`src/rtl/rgb_pattern_pwm.sv`:
```
// Multi-channel LED pattern generator (off / rotate / breathe / solid) driving RGBnPWM.
// Optional gamma correction of the target duty: define RGB_PATTERN_PWM_GAMMA_EN.

module rgb_pattern_pwm_lane #(
  parameter int PWM_BITS = 8
) (
  input  logic                clk,
  input  logic                rst_n,
  input  logic [1:0]          mode,
  input  logic [PWM_BITS-1:0] duty,
  input  logic                pos_bit,
  input  logic [PWM_BITS-1:0] level,
  input  logic [PWM_BITS-1:0] pwm_ctr,
  input  logic                wrap,
  output logic                pwm
);
  localparam logic [1:0] MODE_OFF = 2'd0;
  localparam logic [1:0] MODE_ROT = 2'd1;
  localparam logic [1:0] MODE_BRE = 2'd2;

  logic [2*PWM_BITS-1:0] prod;
  logic [PWM_BITS-1:0]   tgt;
  logic [PWM_BITS-1:0]   src;
  logic [PWM_BITS-1:0]   shadow;

  always_comb begin
    prod = {{PWM_BITS{1'b0}}, level} * {{PWM_BITS{1'b0}}, duty};
    case (mode)
      MODE_OFF: tgt = '0;
      MODE_ROT: tgt = pos_bit ? '1 : '0;
      MODE_BRE: tgt = prod[2*PWM_BITS-1:PWM_BITS];
      default:  tgt = duty;
    endcase
  end

`ifdef RGB_PATTERN_PWM_GAMMA_EN
  // Squaring is registered once; the shadow still only loads at the wrap.
  logic [2*PWM_BITS-1:0] sq;
  logic [PWM_BITS-1:0]   g_q;

  always_comb sq = {{PWM_BITS{1'b0}}, tgt} * {{PWM_BITS{1'b0}}, tgt};

  always_ff @(posedge clk or negedge rst_n) begin
    if (!rst_n) g_q <= '0;
    else        g_q <= sq[2*PWM_BITS-1:PWM_BITS];
  end

  assign src = g_q;
`else
  assign src = tgt;
`endif

  always_ff @(posedge clk or negedge rst_n) begin
    if (!rst_n) begin
      shadow <= '0;
      pwm    <= 1'b0;
    end else begin
      if (wrap) shadow <= src;
      pwm <= (pwm_ctr < shadow);
    end
  end
endmodule

module rgb_pattern_pwm #(
  parameter int CHANNELS    = 3,
  parameter int PWM_BITS    = 8,
  parameter int STEP_CYCLES = 4_000_000,
  parameter int FADE_CYCLES = 15_625
) (
  input  logic                         clk,
  input  logic                         rst_n,
  input  logic [1:0]                   mode,
  input  logic [CHANNELS*PWM_BITS-1:0] duty_in,
  output logic [CHANNELS-1:0]          pwm_out,
  output logic                         step_tick,
  output logic [CHANNELS-1:0]          pos
);
  localparam int SW = (STEP_CYCLES > 1) ? $clog2(STEP_CYCLES) : 1;
  localparam int FW = (FADE_CYCLES > 1) ? $clog2(FADE_CYCLES) : 1;
  localparam logic [SW-1:0]       STEP_LAST = SW'(STEP_CYCLES - 1);
  localparam logic [FW-1:0]       FADE_LAST = FW'(FADE_CYCLES - 1);
  localparam logic [PWM_BITS-1:0] LVL_MAX   = '1;
  localparam logic [PWM_BITS-1:0] LVL_ONE   = PWM_BITS'(1);

  logic [PWM_BITS-1:0] pwm_ctr;
  logic                wrap;
  logic [SW-1:0]       step_ctr;
  logic                step_last;
  logic [FW-1:0]       fade_ctr;
  logic                fade_last;
  logic                fade_tick;
  logic [PWM_BITS-1:0] level;
  logic                dir_dn;
  logic [1:0]          mode_q;
  logic                mode_chg;

  assign wrap      = (pwm_ctr == LVL_MAX);
  assign step_last = (step_ctr == STEP_LAST);
  assign fade_last = (fade_ctr == FADE_LAST);
  assign mode_chg  = (mode != mode_q);

  always_ff @(posedge clk or negedge rst_n) begin
    if (!rst_n) begin
      pwm_ctr   <= '0;
      step_ctr  <= '0;
      step_tick <= 1'b0;
      pos       <= {1'b1, {(CHANNELS-1){1'b0}}};
      fade_ctr  <= '0;
      fade_tick <= 1'b0;
      mode_q    <= '0;
    end else begin
      pwm_ctr   <= pwm_ctr + 1'b1;
      step_ctr  <= step_last ? '0 : step_ctr + 1'b1;
      step_tick <= step_last;
      // pos moves on the same edge that raises step_tick
      if (step_last) pos <= {pos[0], pos[CHANNELS-1:1]};
      fade_ctr  <= fade_last ? '0 : fade_ctr + 1'b1;
      fade_tick <= fade_last;
      mode_q    <= mode;
    end
  end

  // Triangle wave; a mode change restarts it and beats a coincident fade step.
  always_ff @(posedge clk or negedge rst_n) begin
    if (!rst_n) begin
      level  <= '0;
      dir_dn <= 1'b0;
    end else if (mode_chg) begin
      level  <= '0;
      dir_dn <= 1'b0;
    end else if (fade_tick) begin
      if (!dir_dn) begin
        level <= level + 1'b1;
        if (level == LVL_MAX - 1'b1) dir_dn <= 1'b1;
      end else begin
        level <= level - 1'b1;
        if (level == LVL_ONE) dir_dn <= 1'b0;
      end
    end
  end

  rgb_pattern_pwm_lane #(.PWM_BITS(PWM_BITS)) u_lane [CHANNELS-1:0] (
    .clk     (clk),
    .rst_n   (rst_n),
    .mode    (mode),
    .duty    (duty_in),
    .pos_bit (pos),
    .level   (level),
    .pwm_ctr (pwm_ctr),
    .wrap    (wrap),
    .pwm     (pwm_out)
  );
endmodule

```
`config.mk`:
```
export PLATFORM = sky130hd
export DESIGN_NAME = rgb_pattern_pwm
export DESIGN_NICKNAME = d
export VERILOG_FILES = /design/src/rtl/rgb_pattern_pwm.sv
export SDC_FILE = /design/constraint.sdc
export NUM_CORES = 1
export LEC_CHECK = 0
export ABC_AREA = 1
export CORE_MARGIN = 10
export CORE_UTILIZATION = 55
export DETAILED_ROUTE_END_ITERATION = 12
export PLACE_DENSITY = 0.77
export SETUP_SLACK_MARGIN = 0.2
export SYNTH_ARGS = -nofsm -noshare
export SYNTH_HDL_FRONTEND = slang
export SYNTH_HIERARCHICAL = 1
export SYNTH_SLANG_ARGS = --single-unit
```
`constraint.sdc`:
```
create_clock -name clk -period 6.4 [get_ports clk]
set_input_delay 0.96 -clock clk [delete_from_list [all_inputs] [get_ports clk]]
set_output_delay 0.96 -clock clk [all_outputs]
set_load 0.01 [all_outputs]
```
==> impl_results.md, run 1 <==
* Worst flop-to-flop path startpoint: level[2]
* Power density over the cells at roughly 91 mW/mm²
* Clock sink count at 87
* Worst Reg-to-Reg Cells at 15
* Final ANT Viol Nets at 0
* Antenna diode count at 0
* GRT overflow at 0
* Leak pwr at 7.90 nW
* Initial antenna violation count at 0
* CP cell instances: clkdlybuf4s50_1, nand2_1, inv_1, fa_1, fa_1, fa_1, inv_1, fa_1, inv_1, ha_1, nand2_1, nor2_1, nand4_1, nand4_1, nand3_1, a22oi_1
* Hold WC Path Type: reg2reg
* Area occupied by multi-input gates at 0.00787 mm²
* DRC Markers at 0
* Synth top area cells: dfrtp_1 (18%), fa_1 (18%), ha_1 (14%), nand2_1 (14%), inv_1 (12%)
* Max-cap violation count at 0
* Routability cong. at around 1
* Max Slew Vio Count at 0
* Post-route minimum period at between 5 and 6 ns
* Setup crit end: u_lane[2]/shadow[4]
* Pre-CTS setup slack at 0.979 ns
* # rows at 53
* Drt total wl at 27900 µm
* Most numerous cell in the Yosys netlist: nand2_1
* Clock Power Share at 46.1%
* Clock transition at the registers of the reported paths at around 0.070 ns
* Crit. End Element: flop
* Max incr delay on CP at 0.72 ns
* DIE AREA at ~0.028 mm²
* I/O Buffers at 34
* Flop pwr share at between 40% and 50%
* CP arrival at about 5.4 ns
* Pint at ~0.85 mW
* WL/cell at 14.4 µm
* Sequential cell area at approximately 0.0022 mm²
* Reg2Reg Setup Slack at 1.53 ns
* Pin count of the biggest net entering global routing at 47
* EDFF count, synth at 0
* Worst-case clock buffer depth at 2
* Unique masters post-synth at 48
* DR vias at 10000
* Status: finished clean
* Nets at 1914
* Post-Synthesis Cells at 1648
* Layout fillers at a little under 2000
* Critical path type: in2reg
* Slowest CP cell: clkdlybuf4s50_1
* Fin area at roughly 0.013 mm²
* CTS root buf: clkbuf_16
* Starting density of the core at about 56%
* RR Endpoint: u_lane[0]/shadow[6]
* Prevailing post-synth register cell: dfrtp_1
* Die Span Y at 166 µm
* Logic pwr share at roughly 5.9%
* Yosys reg bits at 87
* Most used cell, CP: fa_1
* Vias in the first global route at 10400
* CTS H-Tree Depth at 3
* Post-DP Area at 0.0123 mm²
* Post_cts resized at 0
* Post-synth net total at roughly 1900
* Share of layout cells above drive strength 1 at 5.13%
* Vias per inst at between 5 and 6
* Post-synth top area cell: dfrtp_1
* Final hold viol count at 0
* P_sw at 0.301 mW
* WP data required at ~6.7 ns
* First-pass GRT wire length at 48800 µm
* Crit path launch type: input port
* Synth warnings at 6
* Final setup TNS at 0 ns
* Area delta synth->final at 6.91%
* Period utilisation layout at approximately four fifths
* Worst-Skew Late Latency at 0.35 ns
* Post-route setup slack at 1.25 ns
* Share of the synthesized area in the top cell type at a little under a fifth
* Gr usage total at 20.6%
* Chip width at 166 µm
* CTS buffer count at 9
* Detail Placement HPWL at 21900 µm
* 1st-iter DRT viols at 565
* Hold buffer count at CTS at 0
* Least-Margin Pin Slew at about 0.8 ns
* Synth Cell Area at 0.0118 mm²
* CP Launch Point: duty_in[22]
* Worst VDD drop at 108 µV
* FMAX at 194 MHz
* Drt pass-1 iters at 7
* Async SR Flop Fraction at 100%
* RSZ-0062 raised after global routing: no
* Most instantiated cells after synthesis: nand2_1 (426), inv_1 (388), nor2_1 (130)
* Seq/Total Area, Yosys at 18.5%
* Net switching fraction of the power at a little over a quarter
* CTS tree: done
* Clock Skews at around 0.0066 ns
* Top-level I/O count at 35
* Critical Path Fanout Max at 9
* Post-CTS setup buffer count at 0
* Max_slew headroom at a little under half
* Syn Area/Cell at 7.14 µm²
* Setup-failing EPs final at 0
* Placeable Area at ~0.021 mm²
[stage by stage]
step,hold WS [ns],util (%),std cells,power (mW)
2_1_floorplan,0.449,-,1648,0.591
3_3_place_gp,0.468,58.4,1917,0.628
3_5_place_dp,0.476,58.4,1917,0.629
4_1_cts,0.493,59.8,1933,1.16
5_1_grt,0.511,59.8,1933,1.18
6_report,0.495,59.8,1933,1.15
[layer usage]
metal  vias up  track usage [%]  part of all wire [%]
met2       237             35.7                    50
met5         -                0                     0
met1      4768             26.0                    44
met4         0             5.57                   1.8
met3        38             3.34                   5.1
li1       4972                -                     -
[worst min path at each step]
stage | startpoint | endpoint | slack (ns) | depth (start not counted)
after floorplan | u_lane[0]/shadow[7] | u_lane[0]/shadow[7] | 0.45 | 2
after global placement | u_lane[2]/shadow[7] | u_lane[2]/shadow[7] | 0.47 | 2
after detailed placement | u_lane[0]/shadow[7] | u_lane[0]/shadow[7] | 0.48 | 2
after CTS | u_lane[0]/shadow[7] | u_lane[0]/shadow[7] | 0.49 | 2
after global routing | u_lane[0]/shadow[7] | u_lane[0]/shadow[7] | 0.51 | 2
final | u_lane[0]/shadow[7] | u_lane[0]/shadow[7] | 0.50 | 2
[flip-flops by register name, indices dropped and copies added, names as in the netlist]
register and flops:
fade_tick 1, step_ctr 22, u_lane/shadow 24, fade_ctr 14, dir_dn 1, pwm_ctr 8
pos 3, mode_q 2, step_tick 1, level 8, u_lane/pwm 3
[layout by cell type (no fill, tap or decap), drive strengths merged, types with 4 or more instances in the layout]
master	count
nand2	442
inv	394
nor2	139
ha	128
fa	105
nand3	92
dfrtp	86
a21oi	77
clkdlybuf4s50	33
o21ai	33
nor3	19
xor2	16
nand4	15
xnor2	12
buf	12
nand3b	11
clkbuf	9
a22oi	5
o21bai	4
o21a	4
[cells by family (layout without fill, tap and decap cells)]
| group | count (synthesis) | count (layout) | synth area share, % |
|---|---|---|---|
| buffers and inverters | 442 | 452 | 14.6 |
| adders and majority gates | 233 | 233 | 31.5 |
| and+or+nand+nor | 727 | 727 | 26.9 |
| AOI/OAI and AO/OA | 131 | 131 | 6.40 |
| xor gates and xnor gates | 28 | 28 | 2.08 |
| DFF | 87 | 87 | 18.5 |
[power groups by stage]
stage	Combinational, mW	Sequential (mW)	Clock, mW
6_report	0.0676	0.550	0.528
5_1_grt	0.0742	0.550	0.556
4_1_cts	0.0684	0.550	0.539
3_5_place_dp	0.0683	0.561	0
3_3_place_gp	0.0674	0.561	0
2_1_floorplan	0.0296	0.561	0
[final cells by class]
type,instances,share of cell area (%)
Sequential cell,87,17.3
Multi-Input combinational cell,1119,62.6
Inverter,391,11.7
Clock inverter,7,0.577
Clock buffer,9,1.79
Timing Repair Buffer,45,3.34
Tap cell,275,2.74
[worst max-delay path, delay by kind of cell]
kind,cells,cell delay (ns)
simple gates,6,0.87
fa+ha+maj,5,2.48
compound gates,1,0.18
buf+inv,4,0.93
Note: power is estimated with default switching activity, not from simulation.
==> inputs of run 2 (changes only) <==
--- a/config.mk
+++ b/config.mk
@@ -9,7 +9,7 @@
 export CORE_MARGIN = 10
 export CORE_UTILIZATION = 55
 export DETAILED_ROUTE_END_ITERATION = 12
-export PLACE_DENSITY = 0.77
+export PLACE_DENSITY = 0.8
 export SETUP_SLACK_MARGIN = 0.2
 export SYNTH_ARGS = -nofsm -noshare
 export SYNTH_HDL_FRONTEND = slang
==> constraint.sdc (replaced) <==
create_clock -name clk -period 4.5 [get_ports clk]
set_input_delay 0.675 -clock clk [delete_from_list [all_inputs] [get_ports clk]]
set_output_delay 0.675 -clock clk [all_outputs]
set_load 0.01 [all_outputs]
==> impl_results.md, run 2 (synthesis results as in run 1) <==
* CP arrival at 4.46 ns (-0.95 ns)
* Post-route minimum period at 4.19 ns
* Final core utilization at 65.2% (+5.3 points)
* CTS tree: done
* Pin count of the biggest net entering global routing at 47 (unchanged)
* Antenna diode count at 0 (unchanged)
* # rows at 53 (unchanged)
* Hold WC Path Type: in2async
* Top-level I/O count at 35 (unchanged)
* Max incr delay on CP at 0.54 ns (-0.18 ns)
* Max Slew Vio Count at 0 (unchanged)
* Clock transition at the registers of the reported paths at 0.07 ns (about the same)
* Chip width at 166 µm (unchanged)
* CTS root buf: clkbuf_16
* Hold buffer count at CTS at 0 (unchanged)
* Clock sink count at 87 (unchanged)
* Leak pwr at 8.44 nW (+6.9%)
* Die Span Y at 166 µm (unchanged)
* Vias in the first global route at 10700 (+2.8%)
* I/O Buffers at 34 (unchanged)
* Final setup TNS at 0 ns (unchanged)
* Crit path launch type: input port
* 1st-iter DRT viols at 749 (+33%)
* DIE AREA at 0.0276 mm² (unchanged)
* Power density over the cells at 117 mW/mm² (+28%)
* CTS buffer count at 9 (unchanged)
* Most utilized layer in the global route result: met2
* Layout fillers at 1720 (-11%)
* Slowest CP cell: fa_1
* Worst-case clock buffer depth at 2 (unchanged)
* Worst-Skew Late Latency at 0.34 ns (about the same)
* Vias per inst at 5.17 (-0.18%)
* Most used cell, CP: fa_1
* DR vias at 10500 (+4.7%)
* Leading cell type in the layout, fill and taps excluded: nand2_1
* Least-Margin Pin Slew at 0.687 ns (-0.112 ns)
* Critical Path Fanout Max at 8 (-1)
* Final hold viol count at 0 (unchanged)
* Post-route setup slack at 0.305 ns (-0.948 ns)
* First-pass GRT wire length at 49200 µm (+0.88%)
* Max_slew headroom at 54.0% (+7.3 points)
* DRC Markers at 0 (unchanged)
* Largest register FFs at 24 (unchanged)
* Routability cong. at 0.927 (-6.6%)
* Met3 GRT Util at 2.37% (-0.97 points)
* Period utilisation layout at 93.2%
* Drt total wl at 28900 µm (+3.8%)
* Share of layout cells above drive strength 1 at 15.1% (+10 points)
* RSZ-0062 raised after global routing: yes
* Status: finished clean
* Drt pass-1 iters at 8 (+1)
* GRT overflow at 0 (unchanged)
* Most flops, register: u_lane/shadow
* CTS H-Tree Depth at 3 (unchanged)
* Most frequent cells in the layout: nand2_1 (408), inv_1 (382), nor2_1 (124), ha_1 (114), fa_1 (101)
* Nets at 2008 (+4.9%)
* Largest regs: u_lane/shadow (24), step_ctr (22), fade_ctr (14)
* Final ANT Viol Nets at 0 (unchanged)
* Pre-CTS setup slack at -0.472 ns (-1.45 ns)
* Gr usage total at 20.6% (about the same)
* WL/cell at 14.3 µm (-1.0%)
* Max-cap violation count at 0 (unchanged)
* Crit. End Element: flop
* WP data required at 4.77 ns (-1.89 ns)
* Area delta synth->final at 16.5%
* FMAX at 238 MHz
* Met2 Usage GRT at 37.4% (+1.7 points)
* Setup-failing EPs final at 0 (unchanged)
* Worst flop-to-flop path startpoint: level[5]
* Detail Placement HPWL at 22300 µm (+1.6%)
* Worst VDD drop at 150 µV (+40%)
* M1 GR Usage at 25.1% (-0.91 points)
* Power Total at 1.60 mW (+39%)
* Initial antenna violation count at 1 (+1)
* CP cell instances: dlygate4sd2_1, buf_6, nand2_2, inv_2, fa_1, fa_1, fa_1, inv_2, fa_1, inv_2, ha_4, nand2_4, nor2_4, nand2_1, nor3_2, nor2_1, nand2_1, nand3_2, a21oi_2
* Clock Skews at 0.00843 ns (+0.00182 ns)
* Critical path type: in2reg
* Fin Hold WS at 0.341 ns (-0.154 ns)
* CP Launch Point: duty_in[2]
* Placeable Area at 0.0210 mm² (unchanged)
* Starting density of the core at 56.0% (unchanged)
run 2: cell types whose count changed in the layout (fill, tap and decap cells not counted), moves of 7 or more:
cell / before / now
a21oi_1: 69 / 54
a21oi_2: 8 / 22
buf_4: 12 / 94
buf_6: 0 / 7
clkbuf_2: 0 / 9
clkdlybuf4s50_1: 33 / 15
ha_1: 128 / 114
ha_4: 0 / 13
nand2_1: 426 / 408
nand2_2: 14 / 26
run 2: where the power goes:
| part | switching (mW) | internal (mW) |
|---|---|---|
| sequential | 0.000482 | 0.783 |
| clock | 0.322 | 0.377 |
| combinational | 0.0744 | 0.0410 |
run 2: final cells by class:
type,count,area [µm²],share of cell area (%)
clock buffer,10,229,1.67
tap,275,344,2.51
clock inverter,6,46.3,0.338
multi-input combinational,1119,8260,60.3
sequential,87,2180,15.9
timing repair buffer,139,1170,8.53
inverter,391,1470,10.7
run 2: repair_timing:
action,in CTS,in global routing
gates cloned,0,1
pin swaps,30,49
gates resized for setup,64,79
setup endpoints to repair,24,24
setup buffers,8,2
run 2: routing by layer:
metal / routed length, µm / share of wire (%) / vias up
met5: 13 / 0.045 / -
met4: 609 / 2.1 / 2
met3: 1290 / 4.5 / 61
met2: 14700 / 51 / 265
met1: 12300 / 43 / 4982
li1: - / - / 5173
run 2: per-stage QoR:
stage,cells,cell area (µm²)
6_report,2027,13700
5_1_grt,2027,13700
4_1_cts,2024,13400
3_5_place_dp,2000,13000
3_3_place_gp,2000,13000
2_1_floorplan,1648,11800
run 2: critical path, delay by kind of cell:
| family | cells | cell delay, ns |
|---|---|---|
| fa+ha+maj | 5 | 2.34 |
| simple gates | 8 | 0.78 |
| buf+inv | 5 | 0.50 |
| compound gates | 1 | 0.15 |
run 2: worst paths after layout:
check,depth (start not counted),to,slack [ns]
max in group asynchronous,2,pwm_ctr[2],3.16
setup / recovery,19,u_lane[0]/shadow[4],0.31
hold reg to reg,2,u_lane[2]/shadow[7],0.49
min in group clk,2,u_lane[2]/shadow[7],0.49
hold / removal,1,step_ctr[13],0.34
setup reg to reg,18,u_lane[0]/shadow[4],0.34
==> inputs of run 3 (changes only) <==
--- a/config.mk
+++ b/config.mk
@@ -6,11 +6,11 @@
 export NUM_CORES = 1
 export LEC_CHECK = 0
 export ABC_AREA = 1
-export CORE_MARGIN = 10
 export CORE_UTILIZATION = 55
 export DETAILED_ROUTE_END_ITERATION = 12
-export PLACE_DENSITY = 0.8
+export PLACE_DENSITY = 0.77
 export SETUP_SLACK_MARGIN = 0.2
+export SLEW_MARGIN = 25
 export SYNTH_ARGS = -nofsm -noshare
 export SYNTH_HDL_FRONTEND = slang
 export SYNTH_HIERARCHICAL = 1
==> constraint.sdc (replaced) <==
create_clock -name clk -period 4.7 [get_ports clk]
set_input_delay 0.705 -clock clk [delete_from_list [all_inputs] [get_ports clk]]
set_output_delay 0.705 -clock clk [all_outputs]
set_load 0.01 [all_outputs]
==> impl_results.md, run 3 (synthesis results as in run 1) <==
* Status: finished clean
* Pre-CTS setup slack at -0.317 ns (+0.155 ns)
* Nets at 1984 (-1.2%)
* Most flops, register: u_lane/shadow
* Most used cell, CP: fa_1
* Final hold viol count at 0 (unchanged)
* CP arrival at 4.57 ns (+0.11 ns)
* CTS tree: done
* Critical path type: in2reg
* Largest regs: u_lane/shadow (24), step_ctr (22), fade_ctr (14)
* Max Slew Vio Count at 0 (unchanged)
* Gr usage total at 26.7% (+6.1 points)
* Crit. End Element: flop
* Starting density of the core at 56.0% (unchanged)
* GRT overflow at 0 (unchanged)
* Vias in the first global route at 10200 (-4.6%)
* WL/cell at 13.7 µm (-3.9%)
* Max incr delay on CP at 0.58 ns (+0.04 ns)
* RSZ-0062 raised after global routing: yes
* I/O Buffers at 34 (unchanged)
* Worst-case clock buffer depth at 2 (unchanged)
* Worst-Skew Late Latency at 0.35 ns (about the same)
* Max-cap violation count at 0 (unchanged)
* Chip width at 148 µm (-11%)
* Hold WC Path Type: in2async
* Critical Path Fanout Max at 4 (-4)
* Clock transition at the registers of the reported paths at 0.06 ns (about the same)
* CP top delay family: adder cells
* Die Span Y at 148 µm (-11%)
* WP data required at 4.97 ns (+0.20 ns)
* Worst VDD drop at 189 µV (+26%)
* DR vias at 10300 (-2.2%)
* Logic pwr share at 6.3% (-0.9 points)
* CTS H-Tree Depth at 3 (unchanged)
* DIE AREA at 0.0220 mm² (-20%)
* Detail Placement HPWL at 22000 µm (-1.3%)
* Post-route minimum period at 4.30 ns
* Pin count of the biggest net entering global routing at 48 (+2.1%)
* Hold buffer count at CTS at 0 (unchanged)
* Top-level I/O count at 35 (unchanged)
* Placeable Area at 0.0210 mm² (unchanged)
* Period utilisation layout at 91.5%
* Flop pwr share at 45.0% (-4.0 points)
* Clock Power Share at 48.7% (+4.9 points)
* Final ANT Viol Nets at 0 (unchanged)
* DRC Markers at 0 (unchanged)
* FMAX at 232 MHz
* First-pass GRT wire length at 47500 µm (-3.5%)
* Power density over the cells at 126 mW/mm² (+7.6%)
* Pint at 1.28 mW (+7.0%)
* Leak pwr at 8.29 nW (-1.8%)
* Post-route setup slack at 0.398 ns (+0.0930 ns)
* CP cell instances: clkdlybuf4s15_1, nand2_1, fa_1, fa_1, inv_1, fa_1, fa_1, ha_4, nand2_1, nor4_1, nand2_1, nand3_1, nand3_1, a21oi_2
* CTS buffer count at 9 (unchanged)
* Clock sink count at 87 (unchanged)
* Slowest CP cell: fa_1
* # rows at 53 (unchanged)
* CTS root buf: clkbuf_16
* Vias per inst at 5.12 (-0.98%)
* Area delta synth->final at 12.8%
* Final core utilization at 63.2% (-2.0 points)
* Least-Margin Pin Slew at 0.610 ns (-0.0764 ns)
* Clock Skews at 0.0101 ns (+0.00167 ns)
* Net switching fraction of the power at 22.9% (-2.0 points)
* Drt pass-1 iters at 5 (-3)
* Routability cong. at 0.941 (+1.5%)
* Crit path buf inv count at 2 (-3)
* Antenna diode count at 0 (unchanged)
* P_sw at 0.381 mW (-3.9%)
* Most frequent cells in the layout: nand2_1 (424), inv_1 (388), nor2_1 (128), ha_1 (120), fa_1 (104)
* Largest register FFs at 24 (unchanged)
* Share of layout cells above drive strength 1 at 10.7% (-4.4 points)
* Crit path launch type: input port
* Max_slew headroom at 59.2% (+5.1 points)
* Initial antenna violation count at 0 (-1)
* 1st-iter DRT viols at 612 (-18%)
* Leading cell type in the layout, fill and taps excluded: nand2_1
* Drt total wl at 27500 µm (-5.1%)
* Setup-failing EPs final at 0 (unchanged)
-- run 3: final cells by class --
| class | instances | area (µm²) |
|---|---|---|
| clock inverters | 5 | 87.6 |
| inverters | 391 | 1470 |
| clock buffers | 11 | 253 |
| flip-flops and latches | 87 | 2180 |
| repair buffers | 115 | 935 |
| multi-input cells | 1119 | 8000 |
| well taps | 275 | 344 |
| fillers | 1861 | 7750 |
-- run 3: stage by stage --
stage	instance area (µm²)	TNS, ns	hold WS, ns	std cells	power, mW
6_report	13300	0	0.324	2003	1.67
5_1_grt	13300	0	0.363	2003	1.72
4_1_cts	13200	0	0.344	1999	1.68
3_5_place_dp	12800	-4.90	0.475	1983	0.874
3_3_place_gp	12800	-3.51	0.471	1983	0.873
2_1_floorplan	11800	0	0.409	1648	0.805
-- run 3: what timing repair did --
item	CTS	global route
gates resized for setup	24	36
endpoints found under the hold margin	0	0
endpoints found under the setup margin	17	24
pin swaps	3	8
buffers inserted	0	4
-- run 3: power groups by stage --
stage               clock [mW]  sequential [mW]  combinational (mW)
floorplan                    0            0.764              0.0404
CTS                      0.823            0.750               0.106
detailed placement           0            0.764               0.110
global placement             0            0.764               0.110
global route             0.860            0.749               0.114
finish                   0.812            0.750               0.105
-- run 3: path summary, 6_finish.rpt --
check                                     from                  end  slack, ns  cells after the start
min in group clk           u_lane[0]/shadow[7]  u_lane[0]/shadow[7]       0.50                      2
min reg2reg                u_lane[0]/shadow[7]  u_lane[0]/shadow[7]       0.50                      2
max in group asynchronous                rst_n               pos[0]       3.42                      2
max reg2reg                           level[1]  u_lane[0]/shadow[6]       0.41                     14
min                                      rst_n  u_lane[2]/shadow[2]       0.32                      1
max                                 duty_in[5]  u_lane[0]/shadow[6]       0.40                     14
-- run 3: metal layers --
metal / track usage, % / up-vias / wire length, µm
met3: 2.94 / 41 / 1470
li1: - / 5106 / -
met5: 0 / - / 0
met1: 35.1 / 4861 / 12000
met2: 46.8 / 249 / 13400
met4: 7.06 / 0 / 560
